[src/rtl/mem_arbiter.sv]
// Round-robin arbiter that shares one single-port, registered-read RAM between the
// instruction-fetch port and the load/store port. Each access takes four cycles.
module mem_arbiter #(
   parameter int ADDR_W = 8
) (
   input  logic              clkd,
   input  logic              RESET,
   input  logic              i_req,
   input  logic [31:0]       i_addr,
   output logic [31:0]       i_rdata,
   output logic              i_ack,
   input  logic              d_req,
   input  logic [31:0]       d_addr,
   input  logic [31:0]       d_wdata,
   input  logic [3:0]        d_wmask,
   output logic [31:0]       d_rdata,
   output logic              d_ack,
   output logic              mem_en,
   output logic [ADDR_W-1:0] mem_addr,
   output logic [3:0]        mem_wmask,
   output logic [31:0]       mem_wdata,
   input  logic [31:0]       mem_rdata,
   output logic              busy,
   output logic              grant_d
);

   typedef enum logic [1:0] {IDLE, ISSUE, WAIT, ACK} state_t;

   state_t state;
   logic   prio;     // side that wins a tie: 1 = data, 0 = fetch
   logic   pick_d;

   assign pick_d = d_req & (~i_req | prio);
   assign busy   = (state != IDLE);

   // Byte-offset and out-of-range address bits are deliberately ignored.
   logic unused_addr_bits;
   assign unused_addr_bits = ^{i_addr[31:ADDR_W+2], i_addr[1:0],
                               d_addr[31:ADDR_W+2], d_addr[1:0]};

   // NOTE: every register here uses non-blocking assignment so all state updates
   // see the pre-edge values, independent of statement order.
   always_ff @(posedge clkd or negedge RESET) begin
      if (!RESET) begin
         state     <= IDLE;
         prio      <= 1'b0;
         mem_en    <= 1'b0;
         mem_addr  <= '0;
         mem_wmask <= 4'b0000;
         mem_wdata <= 32'h0;
         i_ack     <= 1'b0;
         d_ack     <= 1'b0;
         i_rdata   <= 32'h0;
         d_rdata   <= 32'h0;
         grant_d   <= 1'b0;
      end else begin
         case (state)
            IDLE: begin
               if (i_req | d_req) begin
                  grant_d   <= pick_d;
                  prio      <= ~pick_d;
                  mem_en    <= 1'b1;
                  mem_addr  <= pick_d ? d_addr[ADDR_W+1:2] : i_addr[ADDR_W+1:2];
                  mem_wmask <= pick_d ? d_wmask : 4'b0000;
                  mem_wdata <= pick_d ? d_wdata : 32'h0;
                  state     <= ISSUE;
               end
            end
            ISSUE: begin
               mem_en <= 1'b0;
               state  <= WAIT;
            end
            WAIT: begin
               // The RAM's registered read data is valid during this cycle.
               if (grant_d) begin
                  if (mem_wmask == 4'b0000) d_rdata <= mem_rdata;
                  d_ack <= 1'b1;
               end else begin
                  i_rdata <= mem_rdata;
                  i_ack   <= 1'b1;
               end
               state <= ACK;
            end
            ACK: begin
               i_ack <= 1'b0;
               d_ack <= 1'b0;
               state <= IDLE;
            end
            default: state <= IDLE;
         endcase
      end
   end

endmodule
[config.mk]
export PLATFORM = sky130hd
export DESIGN_NAME = mem_arbiter
export DESIGN_NICKNAME = d
export VERILOG_FILES = /design/src/rtl/mem_arbiter.sv
export SDC_FILE = /design/constraint.sdc
export NUM_CORES = 1
export LEC_CHECK = 0
export ABC_AREA = 1
export CORE_ASPECT_RATIO = 0.9
export CORE_UTILIZATION = 42
export CTS_CLUSTER_DIAMETER = 150
export DETAILED_ROUTE_END_ITERATION = 7
export GPL_TIMING_DRIVEN = 0
export PLACE_DENSITY = 0.93
export SLEW_MARGIN = 20
export SYNTH_ARGS = -nofsm -noshare
export SYNTH_HDL_FRONTEND = slang
export SYNTH_SLANG_ARGS = --single-unit
[constraint.sdc]
create_clock -name clkd -period 2.9 [get_ports clkd]
set_input_delay 0.725 -clock clkd [delete_from_list [all_inputs] [get_ports clkd]]
set_output_delay 0.725 -clock clkd [all_outputs]
set_load 0.05 [all_outputs]
# Word-level counts from Yosys, hierarchy flattened
# Index checks and enable logic that the tools add are counted.
# Widths: inputs -> output; s select.
word_totals:
  mem_bits_ro: 0
  memories: 0
  latchBits: 0
  elab_cells: 45
  mem_bits_rw: 0
  ff_bits: 115
  output_inout_bits: 113
classes:
  shifts: 0
  magnitude_cmp: 0
  n_eq_ne: 6
  bitwise: 6
  mul: 0
  n_addsub: 0
  div_mod_pow: 0
  n_reduce_logical: 11
  n_mux: 11
op_table:
  columns: ["cell", "n"]
  rows:
  - ["$mux 32", 1]
  - ["$reduce_and 2->1", 5]
  - ["$mux 8", 1]
  - ["$pmux 2 s4", 1]
  - ["$ne 2x2->1 const B", 3]
  - ["$pmux 1 s2", 3]
  - ["$reduce_bool 2->1", 3]
  - ["$eq 2x2->1 const B", 2]
  - ["$logic_not 4->1", 1]
  - ["$mux 4", 1]
  - ["$mux 1", 3]
  - ["$not 1->1", 3]
  - ["$reduce_and 3->1", 1]
  - ["$eq 2x1->1 const B", 1]
  - ["$logic_not 2->1", 1]
  - ["$mux 2", 1]
  - ["$or 1x1->1", 2]
  - ["$and 1x1->1", 1]

# Logic depth before layout (Yosys ltp)
# Gate-level depths: netlist of run 1.
depth:
  word_depth: 4
  depth_mapped: 8
  ltp_nobuf: 7

# Least setup slack after synthesis of run 1
# Ideal clock, no wire load.
synth_path:
  path_kind: "reg-to-output"
  start: "register state[0]"
  end: "output port busy"
  slack_ns: 1.102
  arrival_ns: 1.073
  n_path_buf: 0
  stages_incl_launch_ff: 4
  path_cell_list: "dfrtp_1 -> inv_1 -> ha_1 -> inv_1"
synth_via:
  elab_chain_cells: 1
synth_lines:
  columns: ["element", "line_no", "text"]
  rows:
  - ["start, declared", "29", "state_t state;"]
  - ["start signal, assigned", "45", "state <= IDLE;"]
  - ["start signal, assigned", "66", "state <= ISSUE;"]
  - ["start signal, assigned", "71", "state <= WAIT;"]
  - ["$reduce_bool 2->1", "34", "assign busy = (state != IDLE);"]
  - ["end, declared", "23", "output logic busy,"]
# No other way between the ends.

# Final worst setup path of run 1
# Ends and elaborated chain as after synthesis.

==> flow_metrics.py, run 1 <==
metrics = {
    "synthesis": {
        "synth_edf_count": 0,
        "yosysMostFrequentCell": "nand2_1",
        "syn-cell-area_um2": 4563,
        "syn-num-nets": 619,
        "synthArstFlopShare": 1.000,
        "yosys.area.top_type": "dfrtp_1",
        "yosys_warnings": 0,
        "synthCells": 478,
        "syn_avg_cell_area_um2": 9.546,
        "yosysSeqAreaShare": 0.6307,
        "synth_top_area_share": 0.6307,
        "ys_types": 22,
        "synthFlopType": "dfrtp_1",
        "synth_seq_cells": 115,
        "synth_common_cells": "nand2_1, dfrtp_1, o21ai_0, inv_1, nand3_1",
        "synth_area_leaders": "dfrtp_1, nand2_1, o21ai_0",
    },
    "floorplanning": {
        "die_h_um": 100.9,
        "die_area_um2": 11290,
        "io-pin-count": 249,
        "std_cell_rows": 35,
        "die_w_um": 111.9,
        "start_util": 0.4378,
        "core_area_um2": 10420,
    },
    "global_routing": {
        "grt_pass1_wl_um": 21000,
        "grt_max_degree": 61,
        "overflow": 0,
        "first_global_vias": 4332,
        "antenna_found_initial": 0,
        "grtUsageTotal": 0.2400,
    },
    "placed_design": {
        "place_congestion": 0.7984,
        "dp_hpwl_um": 9488,
        "portBuffers": 200,
    },
    "timing": {
        "skew_ns": 0.01414,
        "hold_violations": 0,
        "slew_headroom": 0.6358,
        "period_needed_ns": 2.593,
        "fmax_ghz": 0.3857,
        "setup_violations": 0,
        "fin_setup_tns_ns": 0,
        "tightest_slew_ns": 0.5446,
        "maxSlewViolCount": 0,
        "rsz0062_at_grt": "no",
        "finalCritPeriodShare": 0.8941,
        "holdWs_ns": 0.2709,
    },
    "clocking": {
        "postCtsHoldBufs": 0,
        "cts-htree-levels": 4,
        "cts_setup_buffers": 0,
        "clk_latency_ns": 0.40,
        "post_cts_resized": 1,
        "numCtsBuffers": 17,
        "clk_path_buf_depth": 2,
        "cts.reportedPaths.clkPinSlew_ns": 0.06,
        "clockRootBuffer": "clkbuf_16",
        "cts_tree": "yes",
        "clkSinkCount": 115,
    },
    "pwr": {
        "power_density_nw_per_um2": 1475,
        "max-vdd-ir-drop_v": 0.0007291,
        "p_leak_nw": 3.545,
        "power.total_mw": 10.81,
    },
    "cells_and_area": {
        "syn_to_final_growth_pct": 60.63,
        "fin_nets": 839,
        "drive_above_1_share": 0.08310,
        "final_util": 0.7032,
        "antenna_cells": 0,
    },
    "routing": {
        "drtAntennaViolNets": 0,
        "wirelength_um": 12950,
        "drc": 11,
        "wl_per_cell_um": 15.43,
        "dr_total_vias": 4134,
        "first_pass_iters": 6,
        "drt_iter0_markers": 211,
        "viasPerCell": 4.927,
    },
    "job": {
        "cap_violations": 0,
    },
    "setup_path": {
        "r2r_cells": 8,
        "r2r_setup_slack_ns": 1.16,
        "r2r-start": "state[0]",
        "crit_end": "busy",
        "cp.arrival_ns": 1.87,
        "worst_setup_path_start_kind": "flop",
        "crit_fanout": 4,
        "critical_path_class": "reg2out",
        "r2r_end": "i_rdata[10]",
        "worstSetupStartpoint": "state[0]",
        "cp.required_ns": 2.17,
        "end_kind": "output pin",
    },
    "outcome": {
        "status": "finished with violations",
        "violations": "DRC",
    },
    "worst_hold_path": {
        "min_path_type": "in2async",
    },
}
==> cells by family after synthesis <==
group,after synthesis,share of synthesized area
adders and majority gates,5,0.01371
AOI/OAI and AO/OA,73,0.08308
and+or+nand+nor,219,0.1999
DFF,115,0.6307
buffers and inverters,66,0.07266
==> cells in the final DEF (no fill, tap or decap), types with 3 or more instances in the layout <==
cell	n
ha_1	5
clkbuf_1	6
inv_1	41
clkinvlp_4	4
buf_2	5
buf_6	9
clkbuf_16	17
o21ai_0	58
dfrtp_1	115
nand3_1	16
o21ai_1	12
nor2_1	3
nand4_1	8
nand2_1	186
clkdlybuf4s50_1	198
clkinv_2	4
==> sequential cells by signal, indices dropped and copies added (netlist names) <==
name,count
prio,1
mem_addr,8
d_ack,1
state,2
mem_en,1
mem_wmask,4
grant_d,1
i_rdata,32
i_ack,1
d_rdata,32
mem_wdata,32
==> critical path, cell delays in order (launching register included) <==
cell           delay (ns)
dfrtp_1              0.38
inv_1                0.11
ha_1                 0.22
inv_1                0.21
dlygate4sd2_1        0.57
==> worst min-delay path by stage <==
stage | from | end | slack [ns] | cells past startpoint
finish | RESET | mem_wdata[6] | 0.27 | 1
detailed placement | mem_wdata[2] | mem_wdata[2] | 0.46 | 2
global placement | mem_wdata[3] | mem_wdata[3] | 0.46 | 2
floorplan | RESET | d_ack | 0.43 | 0
CTS | RESET | mem_wdata[6] | 0.29 | 1
global route | RESET | mem_wdata[6] | 0.30 | 1
==> per-layer routing <==
| layer | share of wire | up-vias | global-route usage |
|---|---|---|---|
| li1 | - | 1946 | - |
| met1 | 0.40 | 2020 | 0.2886 |
| met2 | 0.52 | 153 | 0.4161 |
| met3 | 0.056 | 15 | 0.06795 |
| met4 | 0.016 | 0 | 0.08212 |
| met5 | 0 | - | 0 |
==> area by class of cell <==
type / instances / area [um^2]
plain buffers: 23 / 170.2
clock buffers: 18 / 439.2
clock inverters: 13 / 136.4
fillers: 796 / 3093
inverters: 43 / 161.4
multi-input cells: 297 / 1354
flip-flops and latches: 115 / 2878
well taps: 129 / 161.4
repair buffers: 201 / 2029
==> stage by stage <==
stage	worst slack [ns]	area, um^2	instances
floorplan	1.102	4563	478
global placement	-3.016	6726	807
detailed placement	0.4194	6755	808
CTS	0.2747	7330	839
global route	0.1886	7330	839
finish	0.3070	7330	839
==> power breakdown <==
group          internal (mW)  switching (mW)
combinational           1.89            4.06
sequential              2.39           0.464
clock                   1.28           0.730
(Power assumes the default switching activity.)
==> run 2, diff against run 1 <==
Settings changed: GPL_ROUTABILITY_DRIVEN set to 0, PLACE_DENSITY 0.93 to 0.86.
==> flow_metrics.py, run 2 (synthesis gave the netlist of run 1 again) <==
metrics = {
    "pwr": {
        "max-vdd-ir-drop_v": 0.0008629,
        "p_leak_nw": 3.549,
        "power_density_nw_per_um2": 1472,
        "power.total_mw": 10.79,
    },
    "outcome": {
        "status": "finished with violations",
        "violations": "DRC",
    },
    "worst_hold_path": {
        "min_path_type": "in2async",
    },
    "global_routing": {
        "first_global_vias": 4316,
        "grt_max_degree": 62,
        "grt_pass1_wl_um": 20670,
        "overflow": 0,
        "antenna_found_initial": 0,
        "grtUsageTotal": 0.2337,
    },
    "routing": {
        "first_pass_iters": 6,
        "drc": 13,
        "wl_per_cell_um": 15.32,
        "drt_iter0_markers": 251,
        "drtAntennaViolNets": 0,
        "wirelength_um": 12860,
        "dr_total_vias": 4171,
        "viasPerCell": 4.971,
    },
    "setup_path": {
        "end_kind": "output pin",
        "critical_path_class": "reg2out",
        "crit_fanout": 4,
        "cp.arrival_ns": 1.87,
        "cp.required_ns": 2.17,
        "r2r_setup_slack_ns": 1.12,
        "worst_setup_path_start_kind": "flop",
    },
    "clocking": {
        "post_cts_resized": 1,
        "cts_setup_buffers": 0,
        "numCtsBuffers": 17,
        "cts.reportedPaths.clkPinSlew_ns": 0.06,
        "postCtsHoldBufs": 0,
        "clk_path_buf_depth": 2,
        "clkSinkCount": 115,
        "cts_tree": "yes",
        "cts-htree-levels": 4,
        "clockRootBuffer": "clkbuf_16",
        "clk_latency_ns": 0.40,
    },
    "timing": {
        "tightest_slew_ns": 0.5734,
        "hold_violations": 0,
        "setup_violations": 0,
        "maxSlewViolCount": 0,
        "slew_headroom": 0.6178,
        "period_needed_ns": 2.597,
        "skew_ns": 0.008714,
        "rsz0062_at_grt": "no",
        "setup_ws_ns": 0.3035,
        "fmax_ghz": 0.3851,
        "finalCritPeriodShare": 0.8954,
    },
    "cells_and_area": {
        "stdcell_area_um2": 7331,
        "reg_top3": "d_rdata (32), i_rdata (32), mem_wdata (32)",
        "final_common_cell": "clkdlybuf4s50_1",
        "syn_to_final_growth_pct": 60.65,
        "fin_nets": 839,
        "drive_above_1_share": 0.08310,
        "final_cell_mix": "clkdlybuf4s50_1, nand2_1, dfrtp_1",
        "antenna_cells": 0,
        "fin_cells": 839,
    },
    "placed_design": {
        "placed_area_um2": 6755,
        "pre_cts_ws_ns": 0.4372,
        "place_inst": 808,
        "portBuffers": 200,
        "dp_hpwl_um": 9216,
    },
    "floorplanning": {
        "io-pin-count": 249,
        "die_area_um2": 11290,
        "std_cell_rows": 35,
        "die_h_um": 100.9,
        "core_area_um2": 10420,
        "die_w_um": 111.9,
        "start_util": 0.4378,
    },
    "job": {
        "cap_violations": 0,
    },
}
run 2: cell count changes in the layout (fill, tap and decap cells not counted), sizes merged:
| cell | change |
|---|---|
| clkinv | +2 |
| inv | -1 |
| clkinvlp | -1 |
run 2: worst paths after layout:
path                                     from             to  cells past startpoint
worst min register to register  mem_wdata[11]  mem_wdata[11]                      2
worst max-delay path                 state[0]           busy                      4
max in group asynchronous               RESET     d_rdata[8]                      2
worst max register to register       state[0]    i_rdata[14]                      8
min in group clkd               mem_wdata[11]  mem_wdata[11]                      2
worst min-delay path                    RESET           prio                      1
run 2: area by class of cell:
| cell class | count | area, um^2 |
|---|---|---|
| fill | 774 | 3092 |
| sequential | 115 | 2878 |
| timing repair buffer | 201 | 2029 |
| multi-input combinational | 297 | 1354 |
| clock buffer | 18 | 439.2 |
| buffer | 23 | 170.2 |
| inverter | 43 | 161.4 |
| tap | 129 | 161.4 |
| clock inverter | 13 | 137.6 |
run 2: power breakdown:
part	leakage [nW]	internal, mW	switching [mW]
Sequential	1.44	2.39	0.452
Combinational	1.83	1.89	4.05
Clock	0.278	1.28	0.736
Total	3.55	5.56	5.24
run 2: worst max-delay path, cell delays in order, from the launching register on:
cell and delay, ns:
dfrtp_1 0.38, inv_1 0.10, ha_1 0.22, inv_1 0.22, dlygate4sd2_1 0.57
run 2: stage by stage:
stage          utilization  hold WS [ns]  TNS (ns)
6_report            0.7034        0.2962         0
5_1_grt             0.7034        0.3539         0
2_1_floorplan            -        0.4294         0
3_5_place_dp        0.6481        0.4717         0
3_3_place_gp        0.6454        0.4635   -359.33
4_1_cts             0.7034        0.3196         0
run 2: per-layer routing:
metal,GRT usage,routed length [um],vias to the layer above,share of wire
met3,0.05171,764,27,0.059
met4,0.1123,354,0,0.028
met2,0.4052,6457,164,0.50
met1,0.2785,5280,2029,0.41
li1,-,-,1951,-
met5,0,0,-,0
==> run 3, diff against run 2 <==
Settings changed: SETUP_SLACK_MARGIN set to 0.2.
==> results of run 3 <==
Same layout as run 2: the final DEF is identical, and so are final timing and power.
